===== src/rtl/hd_pack.sv =====
// Packs pairs of DATA_WIDTH words into one 2*DATA_WIDTH word.
// A burst with an odd word count ends in a half-filled word flagged by out_half.
module hd_pack #(
  parameter int DATA_WIDTH = 16
) (
  input  logic                    clk,
  input  logic                    rst,
  input  logic                    in_valid,
  output logic                    in_ready,
  input  logic [DATA_WIDTH-1:0]   in_data,
  input  logic                    in_last,
  output logic                    out_valid,
  input  logic                    out_ready,
  output logic [2*DATA_WIDTH-1:0] out_data,
  output logic                    out_half
);

  typedef enum logic [1:0] {EMPTY, HALF, FULL} state_t;

  typedef struct packed {
    logic [DATA_WIDTH-1:0] hi;
    logic [DATA_WIDTH-1:0] lo;
    logic                  half;
  } pack_t;

  state_t state, state_nxt;
  pack_t  pk, pk_nxt;
  logic   in_xfer, out_xfer, load_first;

  // FULL only frees up when the held word leaves on the same edge.
  assign in_ready  = !rst && ((state != FULL) || out_ready);
  assign out_valid = (state == FULL);
  assign in_xfer   = in_valid && in_ready;
  assign out_xfer  = out_valid && out_ready;
  assign out_data  = {pk.hi, pk.lo};
  assign out_half  = pk.half;

  // A word lands in the low half from EMPTY, or from FULL as the old word drains.
  assign load_first = in_xfer && ((state == EMPTY) || ((state == FULL) && out_xfer));

  always_ff @(posedge clk or posedge rst) begin
    if (rst) begin
      state <= EMPTY;
      pk    <= '0;
    end else begin
      state <= state_nxt;
      pk    <= pk_nxt;
    end
  end

  always_comb begin
    state_nxt = state;
    pk_nxt    = pk;
    case (state)
      EMPTY: ;
      HALF: begin
        if (in_xfer) begin
          pk_nxt.hi   = in_data;
          pk_nxt.half = 1'b0;
          state_nxt   = FULL;
        end
      end
      FULL: begin
        if (out_xfer) state_nxt = EMPTY;
      end
      default: state_nxt = EMPTY;
    endcase
    if (load_first) begin
      pk_nxt.lo = in_data;
      if (in_last) begin
        pk_nxt.hi   = '0;
        pk_nxt.half = 1'b1;
        state_nxt   = FULL;
      end else begin
        pk_nxt.half = 1'b0;
        state_nxt   = HALF;
      end
    end
  end

endmodule


===== config.mk =====
export PLATFORM = sky130hd
export DESIGN_NAME = hd_pack
export DESIGN_NICKNAME = d
export VERILOG_FILES = /design/src/rtl/hd_pack.sv
export SDC_FILE = /design/constraint.sdc
export NUM_CORES = 1
export LEC_CHECK = 0
export BUFFER_PORTS_ARGS = -buffer_cell sky130_fd_sc_hd__buf_2
export CAP_MARGIN = 20
export CORE_MARGIN = 3
export CORE_UTILIZATION = 52
export DETAILED_ROUTE_END_ITERATION = 10
export GPL_ROUTABILITY_DRIVEN = 1
export PLACE_DENSITY = 0.84
export SYNTH_ARGS = -nofsm -noshare
export SYNTH_HDL_FRONTEND = slang
export SYNTH_SLANG_ARGS = --single-unit

===== constraint.sdc =====
create_clock -name clk -period 3.65 [get_ports clk]
set_input_delay 0.9125 -clock clk [delete_from_list [all_inputs] [get_ports clk]]
set_output_delay 0.9125 -clock clk [all_outputs]
set_load 0.03 [all_outputs]

* After elaboration in Yosys (flattened, before gate mapping) *
Index checks and enable logic that the tools add are counted.

cells by class
  $add $sub $neg = 0
  multiply operators = 0
  divide/modulo/power cells = 0
  order comparisons = 0
  equality and inequality tests = 6
  shift operators = 0
  multiplexer cells = 12
  bitwise logic cells = 0
  reductions and logical operators = 13

operator list
  cell                number
  $mux 16             3
  $mux 33             1
  $mux 2              4
  $pmux 2 s3          1
  $logic_and 1x1->1   5
  $ne 2x2->1 const B  2
  $reduce_bool 2->1   2
  $mux 1              3
  $ne 3x1->1 const B  1
  $ne 3x3->1 const B  1
  $reduce_and 3->1    1
  $eq 2x1->1 const B  1
  $eq 2x2->1 const B  1
  $logic_not 2->1     1
  $logic_or 1x1->1    2
  $reduce_and 2->1    1
  $logic_not 1->1     1

word-level totals
  register bits = 35
  bits in latches = 0
  memory bits (writable) = 0
  ROM bits = 0
  bits of input ports = 21
  output and inout bits = 35
  word-level logic and storage cells = 35
  memories = 0

* Depth between registers and ports, before layout *
  depth in word-level cells = 8
  depth in mapped cells = 6
  mapped depth without buffers = 3

* Worst setup path before layout *
OpenSTA, ideal clock, no wires.

  path type = input-to-output
  start point = input out_ready
  end point = output in_ready
  arrival = 1434 ps
  required time = 2738 ps
  path slack = 1303 ps
  stages on the path = 2
  buffers on the path = 0
  path through = inv_1 -> a21oi_1

on the way
  word-level cells in the longest chain between the ends = 2

ends and longest elaborated chain
  what               line  text
  start, declared    13    input logic out_ready,
  $logic_or 1x1->1   31    assign in_ready = !rst && ((state != FULL) || out_ready);
  $logic_and 1x1->1  31
  end, declared      9     output logic in_ready,

Every way passes these cells.

* Worst setup path in the final report *
  start point = register state[0]
  end point = output in_ready

on the way
  word-level cells in the longest chain between the ends = 3

ends and longest elaborated chain
  what                    line  text
  start, declared         26    state_t state, state_nxt;
  start signal, assigned  46    state <= state_nxt;
  $ne 2x2->1              31
  $logic_or 1x1->1        31
  $logic_and 1x1->1       31

Every way passes these cells.

==> impl_results.md <==
- Largest family of logic cells by synthesized area: multiplexers
- GRT Total Usage: 20.0%
- FF-to-FF setup slack: roughly 1900 ps
- Max_cap viols: 0
- CTS Buf Count: 5
- Slew Limit Fails: 0
- FF-to-FF path depth: 3
- Multiplexer share of the synthesized area: ~15%
- Clock power frac: around a fifth
- Final #Nets: approximately 200
- Register share of total power: around 44%
- Worst r2r src: state[0]
- PwrDens: 646 nW/µm²
- Worst vdd ir: between 0.4 and 0.5 mV
- FMAX: 424 MHz
- Final setup viols: 0
- Hold depth: 1
- Clk Latency, worst-skew pair: between 300 and 400 ps
- Internal power: 735 µW
- Slew @ Worst Pin: approximately 830 ps
- Tot Pwr: 1190 µW
- Leakage power: between 0.0009 and 0.001 µW
- Clock Skew: 8.21 ps
- Hold Vio Cnt, Final: 0
- CP Max Fanout: 8
- Starting Density: roughly 57%
- Core area: ~2600 µm²
- Wire length of the first global-routing pass: between 5 and 6 mm
- Net Count, Synth: 144
- Detailed Routing Iterations Pass 1: 4
- Die height: between 50 and 60 µm
- Crit path DAT: 1450 ps
- CTS tree: done
- TNS Setup: 0 ps
- Fill cell count: 204
- Fraction of layout cells with a size suffix above 1: ~48%
- Die ar.: approximately 3600 µm²
- Cts hold-fix bufs: 0
- Post-Synth XOR/XNOR Area: 0%
- Post-synthesis compound-gate area fraction: ~8%
- Final worst path period need: about 2400 ps
- Layout Area Growth over Synthesis: 22.9%
- Area after DPL: 1770 µm²
- Mapped Cells: about 120
- I/O pin count: 56
- Total overflow reported by the global router: 0
- Capturing point of the worst reg2reg path: out_data[22]
- Simple-Gate Fraction of Synth Area: 14.2%
- Min-delay worst type: flop to flop
- Status: complete, no violations
- Antenna violations before repair: 0
- Multi-input gate area: around 560 µm²
- DRC: 0
- Largest net degree at the start of global routing: 36
- Normalized max-slew margin: around 44%
- Setup Fix Bufs, Post-CTS: 0
- Post-Syn Area: 1500 µm²
- Comb power frac: a little over a third
- Post-Synth Adder-Cell Area: 0%
- Horiz. Die Dim: ~60 µm
- Clk root buf: clkbuf_4
- Clk sink count: 35
- Htree depth: 2
- Final period util: about 65%
- Setup crit start kind: flop
- Post-placement setup slack: 1310 ps
- FF/Latch Area: around 880 µm²
- Post-detailed-route wirelength per cell: 14.9 µm
- Sequential share of the synthesized area: between 50% and 60%
- GP Congestion: about 0.74
- Row cnt: 18
- Hold path start: out_data[9]
- Worst Path Required: around 2700 ps
- Vias in the first global route: roughly 1100
- RSZ-0062 raised after global routing: no
- Sw power: ~460 µW
- Clk pin slew, worst setup/hold paths: 110 ps
- Crit end category: output pin
- CP Class: flop to output pin
- Vias: 1130
- Final Cell Area: 1840 µm²
- Setup ws final: between 1000 and 1500 ps
- Sw Share: around two fifths
- Utilization after layout: a little over two thirds
- Post-cts sizing count: 0
- Port Buf Inserts: 55
- Vias per inst: ~5.4
- Detailed Route Iter0 Violations: 32
- Netlist cell types: 24
- Synthesized flop and latch total: 35
- Syn Area/Cell: about 12 µm²
- Final ANT Viol Nets: 0
- WL final: between 3 and 4 mm
- Syn. warnings: 0
- WHS Endpoint: out_data[9]
- Max clock buf depth: 2
- N_diodes: 0
- DP HPWL: between 2 and 2.5 mm
## kinds of logic after synthesis
family                 after synthesis
AO/OA/AOI/OAI                       21
buffers and inverters               10
flip-flops                          35
multiplexers                        17
AND/OR/NAND/NOR                     40
## per-stage QoR
stage / std cells / hold WS [ps]
after CTS: 211 / 516
after floorplan: 123 / 626
final: 211 / 510
after detailed placement: 203 / 490
after global placement: 203 / 484
after global routing: 211 / 537
## registers in the layout (all words and copies together), names as in the netlist
register  flops
state         2
out_half      1
out_data     32
## power by group through the flow
stage,clock [µW],sequential (µW),combinational [µW]
2_1_floorplan,0,693,141
3_3_place_gp,0,525,420
3_5_place_dp,0,530,428
4_1_cts,246,523,429
5_1_grt,262,535,455
6_report,243,523,425
## cell type report
type	count	share of cell area (%)
Timing Repair Buffer	57	15.8
Clock buffer	7	3.53
Multi-Input combinational cell	78	30.1
Inverter	3	0.611
Clock inverter	1	0.407
Tap cell	30	2.04
Sequential cell	35	47.5
## how the worst max path moves through the flow
stage	start	to	slack, ps	depth (start not counted)
2_1_floorplan	out_ready	in_ready	1300	2
4_1_cts	state[0]	in_ready	1290	3
3_5_place_dp	out_ready	in_ready	1310	4
6_report	state[0]	in_ready	1290	3
3_3_place_gp	out_ready	out_half	1380	4
5_1_grt	state[0]	in_ready	1190	3
## layout by cell type (no fill, tap or decap), types with 2 or more instances in the layout
cell      count
a21oi_1      17
buf_2        55
buf_4         2
clkbuf_4      5
clkbuf_8      2
dfrtp_1      35
inv_1         3
mux2_2        7
mux2_4        9
nand2_1      33
## worst max-delay path: stages (launching register included)
cell     delay, ps
dfrtp_1        570
nor2_1         130
a21oi_1        190
buf_2          220
## cells in the mapped netlist (all sizes together)
| master | instances | area (µm²) |
|---|---|---|
| dfrtp | 35 | 876 |
| nand2b | 1 | 13.8 |
| and2b | 1 | 7.51 |
| o21bai | 1 | 7.51 |
| a21oi | 17 | 85.1 |
| o2bb2ai | 1 | 8.76 |
| mux2 | 16 | 214 |
| nor2 | 1 | 3.75 |
| nor4b | 1 | 23.8 |
| buf | 5 | 48.8 |
| nand2 | 33 | 124 |
| inv | 3 | 11.3 |
| mux2i | 1 | 10.0 |
| clkbuf | 2 | 8.75 |
| a31o | 1 | 8.76 |
| a2111oi | 1 | 8.76 |
| nor3 | 1 | 16.3 |
| and4bb | 1 | 12.5 |
| nand4bb | 1 | 11.3 |
## per-layer routing
layer  GRT usage, %  share of wire (%)  up-vias
li1               -                  -      533
met1           23.7                 40      550
met2           33.3                 52       39
met3           7.13                6.8        8
met4           7.59                1.7        0
met5              0                  0        -
Power figures use the tool's default switching activity.
